$ cat src/rtl/ghost_mode_scheduler.sv
// Ghost sequencer: update strobe, scatter/chase/fright schedule, per-ghost eaten state.
// Optional GHOST_FRIGHT_WARN_EN adds fright_warn_o and WARN_TICKS.
module ghost_mode_scheduler #(
  parameter int TICK_DIV      = 4,
  parameter int SCATTER_TICKS = 7,
  parameter int CHASE_TICKS   = 20,
  parameter int FRIGHT_TICKS  = 6,
  parameter int PHASES        = 4
`ifdef GHOST_FRIGHT_WARN_EN
  ,
  parameter int WARN_TICKS    = 2
`endif
) (
  input  logic        clk,
  input  logic        reset,
  input  logic        enable,
  input  logic        pellet_i,
  input  logic [3:0]  eaten_i,
  input  logic [3:0]  home_i,
  output logic        update_o,
  output logic [15:0] mode_o,
  output logic [3:0]  rotate_o,
  output logic        fright_o,
  output logic [2:0]  phase_o
`ifdef GHOST_FRIGHT_WARN_EN
  ,
  output logic        fright_warn_o
`endif
);

  localparam int CW = $clog2(TICK_DIV);
  localparam logic [CW-1:0] CNT_LAST = CW'(TICK_DIV - 1);
  localparam logic [CW-1:0] CNT_HALF = CW'(TICK_DIV / 2);
  localparam logic [15:0]   SC_LAST  = 16'(SCATTER_TICKS - 1);
  localparam logic [15:0]   CH_LAST  = 16'(CHASE_TICKS - 1);
  localparam logic [15:0]   FR_LOAD  = 16'(FRIGHT_TICKS - 1);
  localparam logic [2:0]    PH_LAST  = 3'(PHASES - 1);

  typedef enum logic [1:0] {
    ST_SCATTER = 2'd0,
    ST_CHASE   = 2'd1,
    ST_FRIGHT  = 2'd2
  } state_e;

  logic [CW-1:0] cnt_q, cnt_d;
  logic          upd_q, upd_d;
  state_e        state_q, state_d;
  state_e        saved_q, saved_d;
  logic [15:0]   ph_q, ph_d;
  logic [15:0]   phsv_q, phsv_d;
  logic [15:0]   fr_q, fr_d;
  logic [2:0]    phase_q, phase_d;
  logic [3:0]    e_q, e_d;
  logic [3:0]    i_q, i_d;
  logic [3:0]    rot_q, rot_d;
  logic          pel_q, pel_d;
  logic [3:0]    eat_q, eat_d;
  logic [3:0]    home_q, home_d;

  logic          bnd;
  logic          pel_eff;
  logic [3:0]    eat_eff;
  logic [3:0]    home_eff;
  logic [3:0]    fr_show;
  state_e        st_step;
  logic [15:0]   ph_step;
  logic          rot_ev;

  function automatic logic [3:0] enc(input state_e s);
    logic [3:0] r;
    unique case (s)
      ST_CHASE:  r = 4'b1000;
      ST_FRIGHT: r = 4'b0010;
      default:   r = 4'b0100;
    endcase
    return r;
  endfunction

  always_comb begin
    bnd      = enable && (cnt_q == CNT_LAST);
    pel_eff  = pel_q | pellet_i;
    eat_eff  = eat_q | eaten_i;
    home_eff = home_q | home_i;
    for (int g = 0; g < 4; g++) begin
      fr_show[g] = (state_q == ST_FRIGHT) && !e_q[g] && !i_q[g];
    end
  end

  always_comb begin
    cnt_d   = cnt_q;
    upd_d   = upd_q;
    state_d = state_q;
    saved_d = saved_q;
    ph_d    = ph_q;
    phsv_d  = phsv_q;
    fr_d    = fr_q;
    phase_d = phase_q;
    e_d     = e_q;
    i_d     = i_q;
    rot_d   = rot_q;
    pel_d   = pel_eff;
    eat_d   = eat_eff;
    home_d  = home_eff;
    st_step = state_q;
    ph_step = ph_q;
    rot_ev  = 1'b0;
    if (enable) begin
      cnt_d = bnd ? '0 : cnt_q + CW'(1);
      upd_d = (cnt_d >= CNT_HALF);
    end
    if (bnd) begin
      pel_d  = 1'b0;
      eat_d  = '0;
      home_d = '0;
      rot_d  = '0;
      for (int g = 0; g < 4; g++) begin
        if (eat_eff[g]) begin
          if (fr_show[g]) e_d[g] = 1'b1;
        end else if (home_eff[g] && e_q[g]) begin
          e_d[g] = 1'b0;
          if (state_q == ST_FRIGHT) i_d[g] = 1'b1;
        end
      end
      if (state_q == ST_FRIGHT) begin
        if (pel_eff) begin
          fr_d = FR_LOAD;
          i_d  = '0;
        end else if (fr_q == 16'd0) begin
          state_d = saved_q;
          ph_d    = phsv_q;
          i_d     = '0;
        end else begin
          fr_d = fr_q - 16'd1;
        end
      end else begin
        if (state_q == ST_SCATTER) begin
          if (ph_q == SC_LAST) begin
            st_step = ST_CHASE;
            ph_step = '0;
            rot_ev  = 1'b1;
          end else begin
            ph_step = ph_q + 16'd1;
          end
        end else if (phase_q < PH_LAST) begin
          if (ph_q == CH_LAST) begin
            st_step = ST_SCATTER;
            ph_step = '0;
            phase_d = phase_q + 3'd1;
            rot_ev  = 1'b1;
          end else begin
            ph_step = ph_q + 16'd1;
          end
        end else if (ph_q != CH_LAST) begin
          ph_step = ph_q + 16'd1;
        end
        state_d = st_step;
        ph_d    = ph_step;
        // a pellet freezes the post-step schedule and resumes it when fright ends
        if (pel_eff) begin
          saved_d = st_step;
          phsv_d  = ph_step;
          state_d = ST_FRIGHT;
          fr_d    = FR_LOAD;
          i_d     = '0;
          rot_ev  = 1'b1;
        end
      end
      if (rot_ev) rot_d = ~e_d;
    end
  end

  always_ff @(posedge clk) begin
    if (reset) begin
      cnt_q   <= '0;
      upd_q   <= 1'b0;
      state_q <= ST_SCATTER;
      saved_q <= ST_SCATTER;
      ph_q    <= '0;
      phsv_q  <= '0;
      fr_q    <= '0;
      phase_q <= '0;
      e_q     <= '0;
      i_q     <= '0;
      rot_q   <= '0;
      pel_q   <= 1'b0;
      eat_q   <= '0;
      home_q  <= '0;
    end else begin
      cnt_q   <= cnt_d;
      upd_q   <= upd_d;
      state_q <= state_d;
      saved_q <= saved_d;
      ph_q    <= ph_d;
      phsv_q  <= phsv_d;
      fr_q    <= fr_d;
      phase_q <= phase_d;
      e_q     <= e_d;
      i_q     <= i_d;
      rot_q   <= rot_d;
      pel_q   <= pel_d;
      eat_q   <= eat_d;
      home_q  <= home_d;
    end
  end

`ifdef GHOST_FRIGHT_WARN_EN
  logic warn_q, warn_d;

  always_comb begin
    warn_d = warn_q;
    if (bnd) warn_d = (state_d == ST_FRIGHT) && (fr_d < 16'(WARN_TICKS));
  end

  always_ff @(posedge clk) begin
    if (reset) warn_q <= 1'b0;
    else       warn_q <= warn_d;
  end

  assign fright_warn_o = warn_q;
`endif

  always_comb begin
    mode_o = '0;
    for (int g = 0; g < 4; g++) begin
      if (e_q[g])                  mode_o[g*4 +: 4] = 4'b0001;
      else if (fr_show[g])         mode_o[g*4 +: 4] = 4'b0010;
      else if (state_q == ST_FRIGHT) mode_o[g*4 +: 4] = enc(saved_q);
      else                         mode_o[g*4 +: 4] = enc(state_q);
    end
  end

  assign update_o = upd_q;
  assign rotate_o = rot_q;
  assign fright_o = (state_q == ST_FRIGHT);
  assign phase_o  = phase_q;

endmodule

$ cat config.mk
export PLATFORM = sky130hd
export DESIGN_NAME = ghost_mode_scheduler
export DESIGN_NICKNAME = d
export VERILOG_FILES = /design/src/rtl/ghost_mode_scheduler.sv
export SDC_FILE = /design/constraint.sdc
export NUM_CORES = 1
export LEC_CHECK = 0
export ABC_AREA = 1
export BUFFER_PORTS_ARGS = -buffer_cell sky130_fd_sc_hd__buf_2
export CAP_MARGIN = 0
export CELL_PAD_IN_SITES_DETAIL_PLACEMENT = 1
export CELL_PAD_IN_SITES_GLOBAL_PLACEMENT = 1
export CORE_MARGIN = 5
export CORE_UTILIZATION = 28
export DETAILED_ROUTE_END_ITERATION = 16
export MAX_ROUTING_LAYER = met4
export PLACE_DENSITY_LB_ADDON = 0.05
export SLEW_MARGIN = 5
export SYNTH_ARGS = -nofsm -noshare
export SYNTH_HDL_FRONTEND = slang
export SYNTH_SLANG_ARGS = --single-unit
$ cat constraint.sdc
create_clock -name clk -period 2.1 [get_ports clk]
set_input_delay 0.21 -clock clk [delete_from_list [all_inputs] [get_ports clk]]
set_output_delay 0.21 -clock clk [all_outputs]
set_load 0.02 [all_outputs]
==> Word-level counts from Yosys, hierarchy flattened <==
Index checks and enable logic that the tools add are counted.
{ "word_totals": {"regBits": 79, "in_bits": 12, "output_inout_bits": 25, "wordCells": 138} }
{ "op_classes": {"n_addsub": 4, "n_reduce_logical": 29, "bitwise": 6, "n_mux": 72, "order_cmp": 2, "n_eq_ne": 11} }
{ "op_table": {"columns": ["op", "count"], "rows": [
  ["2-to-1 mux 16 bit", 12],
  ["2-to-1 mux 4 bit", 15],
  ["2-to-1 mux 1 bit", 35],
  ["2-to-1 mux 2 bit", 9],
  ["adder 16 x 1 -> 16 bit (second input constant)", 1],
  ["equality test 16 x 3 -> 1 bit (second input constant)", 1],
  ["equality test 16 x 5 -> 1 bit (second input constant)", 1],
  ["zero test 16 bit", 1],
  ["inequality test 16 x 5 -> 1 bit (second input constant)", 1],
  ["subtractor 16 x 1 -> 16 bit (second input constant)", 1],
  ["logical AND 1 bit", 13],
  ["AND reduction 3 bit", 3],
  ["zero test 1 bit", 8],
  ["bitwise OR 4 bit", 2],
  ["case mux 4 bit (2 select lines)", 1],
  ["equality test 2 bit (second input constant)", 3],
  ["AND reduction 5 bit", 1],
  ["equality test 2 x 1 -> 1 bit (second input constant)", 2],
  ["inequality test 2 bit (second input constant)", 2],
  ["inverter 4 bit", 1],
  ["adder 3 x 1 -> 3 bit (second input constant)", 1],
  ["less-than comparator 3 x 2 -> 1 bit (second input constant)", 1],
  ["adder 2 x 1 -> 2 bit (second input constant)", 1],
  [">= comparator 2 bit (second input constant)", 1],
  ["other kinds (6)", 7]
]} }

==> Depth between registers and ports, before layout <==
Gate-level depths: netlist (run 1).
{ "logic_depth": {"depth_word": 8, "depth_mapped": 12, "ltp_nobuf": 11} }

==> Least setup slack after synthesis (run 1) <==
Ideal clock, no wire load.
{ "synth_path": {"kind": "reg-to-reg", "from": "reg ph_q[1]", "to": "reg ph_q[0]", "n_path_buf": 0, "path_slack_ns": 0.451, "stages_incl_launch_ff": 11, "required_ns": 2.030, "period_less_slack_ns": 1.649, "setup_time_ns": 0.070, "arrival_time_ns": 1.579, "path_cell_list": "dfxtp_1 -> ha_1 -> nand3_1 -> nor2_2 -> nand2_1 -> ha_1 -> a21oi_1 -> o21ai_0 -> nand3_1 -> nand2_1 -> a21oi_1"} }
{ "synth_via": {"elab_chain_cells": 5, "elab_cells_between_ends": 9, "classes_between": "eq/ne: 3; mux: 6"} }
{ "synth_lines": {"columns": ["element", "line_no", "text"], "rows": [
  ["start: declaration", "49", "logic [15:0] ph_q, ph_d;"],
  ["start signal: assignment", "193", "ph_q <= ph_d;"],
  ["inequality test 16 x 5 -> 1 bit / equality test 16 x 5 -> 1 bit (equally long branches)", "153, 145", null],
  ["2-to-1 mux 16 bit, on equally long branches", "153, 145", null],
  ["2-to-1 mux 16 bit", "144", "end else if (phase_q < PH_LAST) begin"],
  ["2-to-1 mux 16 bit *", "136", "if (state_q == ST_SCATTER) begin"],
  ["2-to-1 mux 16 bit *", "124", "if (state_q == ST_FRIGHT) begin"]
]} }
Mark *: on every way between the ends. The rest lies on a longest branch, timed or not.
A chain may end at the register's enable or synchronous reset.

==> Worst setup path in the final report (run 1) <==
{ "layout_path": {"from": "reg state_q[1]", "to": "out mode_o[3]"} }
{ "layout_via": {"elab_chain_cells": 5, "elab_cells_between_ends": 8, "classes_between": "eq/ne: 2; mux: 4; reduce/logical: 2"} }
{ "layout_lines": {"columns": ["element", "line_no", "text"], "rows": [
  ["start: declaration", "47", "state_e state_q, state_d;"],
  ["start signal: assignment", "191", "state_q <= state_d;"],
  ["equality test 2 x 1 -> 1 bit / equality test 2 bit (equally long branches)", "71, 85, 227", null],
  ["2-to-1 mux 4 bit / logical AND 1 bit (equally long branches)", null, null],
  ["2-to-1 mux 4 bit / logical AND 1 bit (equally long branches)", "227, 85", null],
  ["2-to-1 mux 4 bit *", "226", "else if (fr_show[g]) mode_o[g*4 +: 4] = 4'b0010;"],
  ["2-to-1 mux 4 bit *", "225", "if (e_q[g]) mode_o[g*4 +: 4] = 4'b0001;"],
  ["end: declaration", "21", "output logic [15:0] mode_o,"]
]} }
Marked as above.

==> summary.md, run 1 <==
| Metric | Value |
|---|---|
| RSZ-0062 raised after global routing | `false` |
| Storage cell area | `1560 um^2` |
| Sequential fraction of the synthesis area | `35.5%` |
| Core ar. | `15300 um^2` |
| Vias per cell | `4.57` |
| Hold_buf cts | `0` |
| Global-route wire length before repair | `22600 um` |
| Yosys warning count | `0` |
| Crit Path Max Fanout | `17` |
| H-Tree Depth | `3` |
| Top Family by Delay on Critical Path | `buffers and inverters` |
| GRT Total Usage | `15.9%` |
| Cell variety after synth | `39` |
| Reg clk slew, reported paths | `0.06 ns` |
| Worst-Skew Late Latency | `0.35 ns` |
| Synth Area in Adders | `2.27%` |
| Register-to-Register Path Depth | `10` |
| Routed WL per cell | `14.2 um` |
| Reg-to-reg startpoint | `ph_q[1]$_SDFFE_PP0P_` |
| Synth Instances | `676` |
| Hold Path Class | `in -> reg` |
| Post-synth ARST share | `0%` |
| Syn nets | `696` |
| Slew headroom | `67.9%` |
| Largest family of logic cells by synthesized area | `simple AND/OR/NAND/NOR gates` |
| Post-CTS Setup Inserts | `0` |
| Mux share of post-synthesis cell area | `0%` |
| Flop-to-flop setup slack | `0.20 ns` |
| Post-synth EDFFs | `0` |
| Top-count cell post-synth | `nand2_1` |
| Detailed placer's ending HPWL | `9660 um` |
| CP Launch Type | `flip-flop` |
| WP data arrival | `1.72 ns` |
| #FFs+latches synth | `78` |
| Die Y | `135 um` |
| Pre-CTS WS | `0.254 ns` |
| CP Class | `reg -> out` |
| Status | `finished clean` |
| DRT iter0 DRCs | `128` |
| Final hold vios | `0` |
| Total CTS buffers | `9` |
| Max Clk Rate | `517 MHz` |
| Mapped Area | `4400 um^2` |
| Drt first pass iters | `4` |
| Syn avg cell area | `6.51 um^2` |
| Vias | `4265` |
| Crit share post-route | `92.0%` |
| Largest net degree at the start of global routing | `31` |
| Initial antenna violation count | `0` |
| CP Capture Type | `output pin` |
| Terminus of the critical flop-to-flop path | `ph_q[0]$_SDFFE_PP0P_` |
| Vias in the first global route | `4478` |
| Initial core utilization | `28.7%` |
| Tightest Pin Transition | `0.479 ns` |
| Placer Congestion | `0.822` |
| Final core occ | `33.8%` |
| Fill count | `2018` |
| Number of max-cap violations | `0` |
| Max IR drop VDD | `0.000381 V` |
| CP max-delay cell | `dfxtp_1` |
| Main flop type after synthesis | `dfxtp_1` |
| Worst Slack Setup Final | `0.167 ns` |
| Nets | `738` |
| Sum of buffers and inverters on the critical path | `3` |
| Worst path max stage delay | `0.44 ns` |
| Top cells by count, synth | `nand2_1 (172), nor2_1 (119), dfxtp_1 (78)` |
| Layout cell share with drive strength beyond 1 | `16.1%` |
| Simple-Gate Fraction of Synth Area | `38.7%` |
| Hold slack | `0.0982 ns` |
| Post-synthesis xor/xnor area fraction | `2.19%` |
| Final WL | `13200 um` |
| Area leader, netlist | `dfxtp_1` |
| Routed Antenna Nets | `0` |
| Final setup TNS | `0 ns` |
| PwrDens | `708 nW/um^2` |
| Clk sink count | `78` |
| Slew Viols, Final | `0` |
| Tmin final | `1.93 ns` |
| Io pins | `37` |
| Area of the multi-input gates | `2380 um^2` |
| Total power | `3660 uW` |
| Static leakage | `0.00243 uW` |
| Cell count along the critical path | `6` |
| Synth top area share | `35.5%` |
| Synth Area in Compound Gates | `10.9%` |
| Critical path capture point | `mode_o[3]` |
| Worst Skew | `0.00584 ns` |
| CP startpoint | `state_q[1]$_SDFFE_PP0P_` |
| Crit path cell chain | `nand2_2, buf_12, o21ai_1, buf_4, nor2_1, buf_2` |
| Req. time, crit path | `1.89 ns` |
| Die footprint | `18300 um^2` |
| Area grow syn2layout | `17.6%` |
| Ant. Diodes | `0` |
| IO Port Bufs | `36` |
| Drt drc | `0` |
| Row cnt | `45` |
| CTS tree | `done` |
| Root buffer cell | `clkbuf_16` |
| CTS Buffer Depth | `2` |
| Most area-consuming cells after synthesis | `dfxtp_1 (35%), nand2_1 (15%), nor2_1 (10%)` |
| Grt ovf | `0` |
| Final setup fails | `0` |
| Die width | `135 um` |
| Hold Path Cell Cnt | `2` |
[state kept, by name (all words and copies together), names as in the netlist]
signal / cells
ph_q: 16
pel_q: 1
cnt_q: 2
rotate_o: 4
e_q: 4
phsv_q: 16
saved_q: 2
fr_q: 16
eat_q: 4
home_q: 4
i_q: 4
phase_o: 3
state_q: 2
[power breakdown]
group	leakage, uW	switching (uW)	internal (uW)
clock	0.000151	672	1070
sequential	0.000633	28.2	1520
combinational	0.00165	250	124
total	0.00243	950	2710
[what timing repair did]
item | 4_1_cts | 5_1_grt
cloned | 0 | 0
pin swaps | 0 | 0
resized for setup | 1 | 5
setup endpoints to repair | 7 | 8
[worst reg2reg max path, delay by kind of cell (launching register included)]
family / cells / cell delay, ns
and+or+nand+nor: 5 / 0.56
adders and majority gates: 2 / 0.53
DFF: 1 / 0.40
AOI/OAI and AO/OA: 3 / 0.35
[layout make-up]
cell class / instances / area share (%)
Inverter: 83 / 6.02
Sequential cell: 78 / 30.2
Tap cell: 211 / 5.10
Multi-Input combinational cell: 493 / 46.1
Clock inverter: 5 / 1.62
Clock buffer: 10 / 4.62
Timing Repair Buffer: 53 / 6.43
[stage by stage]
step                instances  area (um^2)
finish                    933         5180
CTS                       933         5180
global placement          918         4850
detailed placement        918         4850
global route              933         5180
floorplan                 676         4400
[per-layer routing]
| layer | track usage, % | routed length [um] |
|---|---|---|
| met2 | 25.7 | 6170 |
| met1 | 20.3 | 6630 |
| met3 | 3.23 | 288 |
| met4 | 4.03 | 156 |
| met5 | - | 0 |
[worst min-delay path by stage]
stage / from / endpoint / slack, ns
6_report: enable / cnt_q[1]$_SDFFE_PP0P_ / 0.1
5_1_grt: enable / cnt_q[1]$_SDFFE_PP0P_ / 0.11
4_1_cts: enable / cnt_q[1]$_SDFFE_PP0P_ / 0.09
3_5_place_dp: rotate_o[2]$_SDFFE_PP0P_ / rotate_o[2]$_SDFFE_PP0P_ / 0.45
3_3_place_gp: enable / cnt_q[1]$_SDFFE_PP0P_ / 0.45
2_1_floorplan: enable / cnt_q[1]$_SDFFE_PP0P_ / 0.30
[cells in the final DEF, fill, tap and decap left out, types with 4 or more instances in the layout]
cell type    n
buf_4       15
nor3_1      13
nand2_1    171
buf_2       36
o21ai_0     26
nor2_1     119
o211ai_1    10
or2_2        5
a31oi_1      4
a21oi_1     29
o21ai_1      7
a211oi_1     4
clkbuf_16    9
ha_1         8
inv_2        9
inv_1       74
dfxtp_1     78
xor2_1      10
nor2_2      12
nand3_2      5
nand2_2      9
nand3_1     43
[kinds of logic (layout without fill, tap and decap cells)]
group / after synthesis / count (layout)
fa+ha+maj: 8 / 8
compound gates: 85 / 85
xor+xnor: 11 / 11
simple gates: 389 / 389
buf+inv: 105 / 151
flops: 78 / 78
No activity file was read; power rests on OpenSTA's default activity.
==> run 2, diff against run 1 <==
--- a/config.mk
+++ b/config.mk
@@ -10,6 +10,7 @@
 export CAP_MARGIN = 0
 export CELL_PAD_IN_SITES_DETAIL_PLACEMENT = 1
 export CELL_PAD_IN_SITES_GLOBAL_PLACEMENT = 1
+export CORE_ASPECT_RATIO = 0.8
 export CORE_MARGIN = 5
 export CORE_UTILIZATION = 28
 export DETAILED_ROUTE_END_ITERATION = 16
==> constraint.sdc (replaced) <==
create_clock -name clk -period 2.1 [get_ports clk]
set_input_delay 0.42 -clock clk [delete_from_list [all_inputs] [get_ports clk]]
set_output_delay 0.42 -clock clk [all_outputs]
set_load 0.02 [all_outputs]
==> run 2 against run 1 <==
Clock skew grew 0.0017 ns; highest routed layer unchanged; clock-buffer cell count grew 1; critical path depth shrank 1; global-route usage is essentially flat; sequential share of layout area is essentially flat; setup slack lost 0.047 ns; hold slack gained 0.22 ns.
==> summary.md, run 2 (synthesis results as in run 1) <==
| Metric | Value |
|---|---|
| GRT Total Usage | `15.9% (+0.037 points)` |
| Tmin final | `1.98 ns (+0.0475 ns)` |
| H-Tree Depth | `3 (unchanged)` |
| Root buffer cell | `clkbuf_16` |
| Clock share of power | `45.4% (-2.1 points)` |
| Clk sink count | `78 (unchanged)` |
| CTS tree | `done` |
| Vias per cell | `4.55 (-0.41%)` |
| CP Class | `reg -> out` |
| Final setup fails | `0 (unchanged)` |
| Io pins | `37 (unchanged)` |
| Crit Path Max Fanout | `5 (-12)` |
| Placed Cells incl. Taps | `922 (+0.44%)` |
| Max IR drop VDD | `0.000411 V (+7.9%)` |
| Final setup TNS | `0 ns (unchanged)` |
| Vias | `4275 (+0.23%)` |
| Drt drc | `0 (unchanged)` |
| Layout cell share with drive strength beyond 1 | `16.7% (+0.65 points)` |
| NetSw | `947 uW (-0.26%)` |
| Commonest non-fill, non-tap cell in the layout | `nand2_1` |
| HP Start | `enable` |
| Static leakage | `0.00244 uW (+0.38%)` |
| Global-route wire length before repair | `22200 um (-1.7%)` |
| Sw Ratio | `26.6% (+0.72 points)` |
| Core ar. | `15600 um^2 (+1.8%)` |
| RSZ-0062 raised after global routing | `false` |
| Detailed placer's ending HPWL | `9980 um (+3.3%)` |
| Reg-to-reg startpoint | `ph_q[0]$_SDFFE_PP0P_` |
| IO Port Bufs | `36 (unchanged)` |
| Largest regs | `fr_q: 16 flops, ph_q: 16 flops, phsv_q: 16 flops` |
| CP Capture Type | `output pin` |
| Worst-Skew Late Latency | `0.35 ns (about the same)` |
| Ant. Diodes | `0 (unchanged)` |
| Req. time, crit path | `1.68 ns (-0.21 ns)` |
| Crit share post-route | `94.3% (+2.3 points)` |
| Tightest Pin Transition | `0.420 ns (-0.0580 ns)` |
| Final Non-Filler Cells | `939 (+0.64%)` |
| Initial antenna violation count | `0 (unchanged)` |
| Max Clk Rate | `505 MHz (-2.4%)` |
| WP data arrival | `1.56 ns (-0.16 ns)` |
| Post-CTS Setup Inserts | `0 (unchanged)` |
| Slew headroom | `71.7% (+3.9 points)` |
| Total CTS buffers | `9 (unchanged)` |
| CP startpoint | `state_q[1]$_SDFFE_PP0P_` |
| Worst Skew | `0.00750 ns (+0.00167 ns)` |
| Final WL | `13600 um (+2.5%)` |
| Number of max-cap violations | `0 (unchanged)` |
| Initial core utilization | `28.2% (-0.52 points)` |
| Most frequent cells in the layout | `nand2_1 (171), nor2_1 (119), inv_1 (74), dfxtp_1 (74), nand3_1 (43)` |
| Area grow syn2layout | `18.2%` |
| Slew Viols, Final | `0 (unchanged)` |
| Vias in the first global route | `4360 (-2.6%)` |
| Placer Congestion | `0.797 (-3.0%)` |
| Largest net degree at the start of global routing | `29 (-6.5%)` |
| DRT iter0 DRCs | `188 (+47%)` |
| Die Y | `122 um (-9.8%)` |
| Register share of total power | `43.6% (+1.3 points)` |
| Cell Int Power | `2610 uW (-3.9%)` |
| PwrDens | `684 nW/um^2 (-3.4%)` |
| Combinational Power Share | `11.0% (+0.8 points)` |
| Reg clk slew, reported paths | `0.06 ns (about the same)` |
| Nets | `739 (+0.14%)` |
| Drt first pass iters | `4 (unchanged)` |
| Die width | `150 um (+11%)` |
| Row cnt | `41 (-8.9%)` |
| Status | `finished clean` |
| CTS Buffer Depth | `2 (unchanged)` |
| Die footprint | `18300 um^2 (about the same)` |
| Final hold vios | `0 (unchanged)` |
| Routed WL per cell | `14.5 um (+1.9%)` |
| Routed Antenna Nets | `0 (unchanged)` |
| CP Launch Type | `flip-flop` |
| Grt ovf | `0 (unchanged)` |
| Hold Path Class | `in -> reg` |
==> run 2: changes by cell type in the layout (fill, tap and decap cells not counted), moves of 2 or more <==
cell,before,now
dfxtp_2,0,4
buf_2,36,34
dfxtp_1,78,74
buf_4,15,17
==> run 2: cell type report <==
cell class	count	area, um^2
clock inverters	5	58.8
clock buffers	11	243
repair buffers	54	363
inverters	83	312
flip-flops and latches	78	1570
fillers	2050	10400
well taps	215	269
multi-input cells	493	2390
==> run 2: metal layers <==
metal	vias up	part of all wire, %	global-route usage, %	wire (um)
li1	2221	-	-	-
met1	1997	54	21.7	7320
met2	46	43	24.0	5780
met3	11	2.4	3.16	321
met4	0	1.2	4.29	160
met5	-	0	-	0
==> run 2: worst max-delay path: stages, from the launching register on <==
cell	delay, ns
dfxtp_2	0.40
xor2_1	0.23
a21boi_1	0.22
buf_4	0.17
nor2_1	0.04
buf_2	0.16
==> run 2: power groups by stage <==
stage / Clock [uW] / Sequential [uW] / Combinational, uW
3_3_place_gp: 0 / 1580 / 385
2_1_floorplan: 0 / 1580 / 261
4_1_cts: 1680 / 1550 / 396
5_1_grt: 1730 / 1550 / 443
6_report: 1620 / 1550 / 391
3_5_place_dp: 0 / 1580 / 391
==> run 2: timing repair <==
action	CTS	global route
endpoints found under the setup margin	8	9
gates cloned	0	1
hold buffers	0	0
resized for setup	7	10
pin swaps	0	0
==> run 2: final timing paths <==
| kind | end | slack, ns | cells after the start |
|---|---|---|---|
| setup / recovery | mode_o[2] | 0.12 | 5 |
| hold / removal | cnt_q[1]$_SDFFE_PP0P_ | 0.32 | 2 |
| setup reg to reg | ph_q[0]$_SDFFE_PP0P_ | 0.28 | 10 |
| hold reg to reg | phase_o[2]$_SDFFE_PP0P_ | 0.48 | 2 |
==> run 2: metrics by stage <==
stage	worst slack [ns]	total power (uW)	utilization (%)	hold slack [ns]	area, um^2
finish	0.119	3560	33.4	0.317	5200
global route	0.0156	3720	33.4	0.312	5200
CTS	0.0124	3630	33.1	0.305	5160
detailed placement	0.209	1970	31.1	0.464	4840
global placement	0.289	1970	31.1	0.462	4840
floorplan	0.300	1840	-	0.444	4400
==> run 3, diff against run 2 <==
--- a/config.mk
+++ b/config.mk
@@ -11,8 +11,8 @@
 export CELL_PAD_IN_SITES_DETAIL_PLACEMENT = 1
 export CELL_PAD_IN_SITES_GLOBAL_PLACEMENT = 1
 export CORE_ASPECT_RATIO = 0.8
-export CORE_MARGIN = 5
-export CORE_UTILIZATION = 28
+export CORE_MARGIN = 3
+export CORE_UTILIZATION = 43
 export DETAILED_ROUTE_END_ITERATION = 16
 export MAX_ROUTING_LAYER = met4
 export PLACE_DENSITY_LB_ADDON = 0.05
==> run 3 against run 2 <==
First-iteration DRC count is 5.9% lower; clock skew fell by 0.0013 ns; die area shrank 37%; critical endpoint is now mode_o[1].
==> summary.md, run 3 (synthesis results as in run 1) <==
| Metric | Value |
|---|---|
| Tmin final | `1.98 ns (+0.00206 ns)` |
| Initial antenna violation count | `0 (unchanged)` |
| Worst-Skew Late Latency | `0.34 ns (about the same)` |
| Static leakage | `0.00244 uW (about the same)` |
| Ant. Diodes | `0 (unchanged)` |
| Max Clk Rate | `504 MHz (-0.10%)` |
| Hold Path Class | `in -> reg` |
| Req. time, crit path | `1.68 ns (about the same)` |
| Crit path cell chain | `inv_2, nand2_4, buf_6, buf_4, a211oi_1, buf_2` |
| Number of max-cap violations | `0 (unchanged)` |
| H-Tree Depth | `3 (unchanged)` |
| PwrDens | `732 nW/um^2 (+7.1%)` |
| Core ar. | `9810 um^2 (-37%)` |
| CP Class | `reg -> out` |
| DRT iter0 DRCs | `177 (-5.9%)` |
| Routed WL per cell | `14.8 um (+2.5%)` |
| Slew Viols, Final | `0 (unchanged)` |
| Initial core utilization | `44.9% (+17 points)` |
| Crit share post-route | `94.4% (+0.098 points)` |
| Hold Path Cell Cnt | `2 (unchanged)` |
| Register-to-Register Path Depth | `10 (unchanged)` |
| Area grow syn2layout | `16.1%` |
| Io pins | `37 (unchanged)` |
| Vias | `4381 (+2.5%)` |
| CP Launch Type | `flip-flop` |
| Slew headroom | `67.0% (-4.7 points)` |
| Root buffer cell | `clkbuf_16` |
| Die Y | `96.5 um (-21%)` |
| Die footprint | `11500 um^2 (-37%)` |
| Routed Antenna Nets | `0 (unchanged)` |
| Max IR drop VDD | `0.000510 V (+24%)` |
| WP data arrival | `1.56 ns (about the same)` |
| Nets | `737 (-0.27%)` |
| Clk sink count | `78 (unchanged)` |
| Sum of buffers and inverters on the critical path | `4 (+2)` |
| Global-route wire length before repair | `21300 um (-4.0%)` |
| CTS tree | `done` |
| CP Capture Type | `output pin` |
| CTS Buffer Depth | `2 (unchanged)` |
| Total power | `3740 uW (+5.2%)` |
| Most frequent cells in the layout | `nand2_1 (171), nor2_1 (119), dfxtp_1 (76), inv_1 (74), nand3_1 (43)` |
| Cell count along the critical path | `6 (+1)` |
| Die width | `119 um (-21%)` |
| IO Port Bufs | `36 (unchanged)` |
| Final hold vios | `0 (unchanged)` |
| Largest regs | `fr_q: 16 flops, ph_q: 16 flops, phsv_q: 16 flops` |
| GRT Total Usage | `23.8% (+7.9 points)` |
| Total CTS buffers | `9 (unchanged)` |
| Final setup fails | `0 (unchanged)` |
| Grt ovf | `0 (unchanged)` |
| Hold slack | `0.324 ns (+0.00686 ns)` |
| Row cnt | `32 (-22%)` |
| Layout cell share with drive strength beyond 1 | `16.2% (-0.51 points)` |
| CP max-delay cell | `dfxtp_4` |
| Worst Skew | `0.00624 ns (-0.00127 ns)` |
| Detailed placer's ending HPWL | `9140 um (-8.4%)` |
| Post-placement cell area | `4720 um^2 (-2.5%)` |
| Vias in the first global route | `4446 (+2.0%)` |
| Reg clk slew, reported paths | `0.06 ns (about the same)` |
| Vias per cell | `5.11 (+12%)` |
| Tightest Pin Transition | `0.493 ns (+0.0722 ns)` |
| Drt drc | `0 (unchanged)` |
| Drt first pass iters | `4 (unchanged)` |
| Top Family by Delay on Critical Path | `buffers and inverters` |
| Hold_buf cts | `0 (unchanged)` |
| Crit Path Max Fanout | `5 (unchanged)` |
| Post-Layout Inst Area | `5110 um^2 (-1.7%)` |
| Final core occ | `52.1% (+19 points)` |
| Placer Congestion | `0.889 (+12%)` |
| Final WL | `12700 um (-6.3%)` |
| Status | `finished clean` |
| Largest net degree at the start of global routing | `34 (+17%)` |
| Worst path max stage delay | `0.36 ns (-0.04 ns)` |
| Commonest non-fill, non-tap cell in the layout | `nand2_1` |
## run 3: cell types whose count changed in the layout (fill, tap and decap cells not counted), sizes merged
cell      previous run  this run
buf                 53        52
inv                 83        84
bufinv               1         3
clkbuf              12        11
clkinvlp             2         1
clkinv               2         0
## run 3: final timing paths
check | from | to | slack [ns]
worst min register to register | rotate_o[1]$_SDFFE_PP0P_ | rotate_o[1]$_SDFFE_PP0P_ | 0.47
worst max-delay path | state_q[0]$_SDFFE_PP0P_ | mode_o[1] | 0.12
worst min-delay path | enable | cnt_q[1]$_SDFFE_PP0P_ | 0.32
worst max register to register | ph_q[1]$_SDFFE_PP0P_ | ph_q[0]$_SDFFE_PP0P_ | 0.20
## run 3: metal layers
layer  wire length [um]  global-route usage (%)  share of wire (%)  up-vias
li1                   -                       -                  -     2218
met1               6370                    30.9                 50     2084
met2               5820                    38.3                 46       67
met3                386                    4.71                3.0       12
met4                135                    6.17                1.1        0
met5                  0                       -                  0        -
## run 3: worst register-to-register path, cell delays in order, from the launching register on
cell     delay [ns]
dfxtp_1        0.40
ha_1           0.22
nand3_1        0.10
nor2_2         0.16
nand2_1        0.12
ha_1           0.30
a21oi_1        0.14
o21ai_0        0.13
nand3_1        0.10
nand2_1        0.05
a21oi_1        0.10
## run 3: layout make-up
type	instances	area, um^2
Clock inverter	5	106
Timing Repair Buffer	52	328
Tap cell	136	170
Sequential cell	78	1570
Clock buffer	11	233
Multi-Input combinational cell	493	2390
Fill cell	1337	4700
Inverter	83	314
## run 3: metrics by stage
step	TNS [ns]	worst slack, ns	instances
floorplan	0	0.300	676
global placement	0	0.265	840
detailed placement	0	0.210	840
CTS	0	0.00435	858
global route	-0.000956	-0.000956	858
finish	0	0.117	858
## run 3: report_power, final
group	internal, uW	total [uW]	switching (uW)
clock network	1170	1810	643
logic	128	383	255
registers	1520	1550	28.3
total	2820	3740	926
## run 3: what timing repair did
item,4_1_cts,5_1_grt
gates resized for setup,4,13
setup endpoints to repair,9,11
hold endpoints to repair,0,0
buffers inserted,2,0
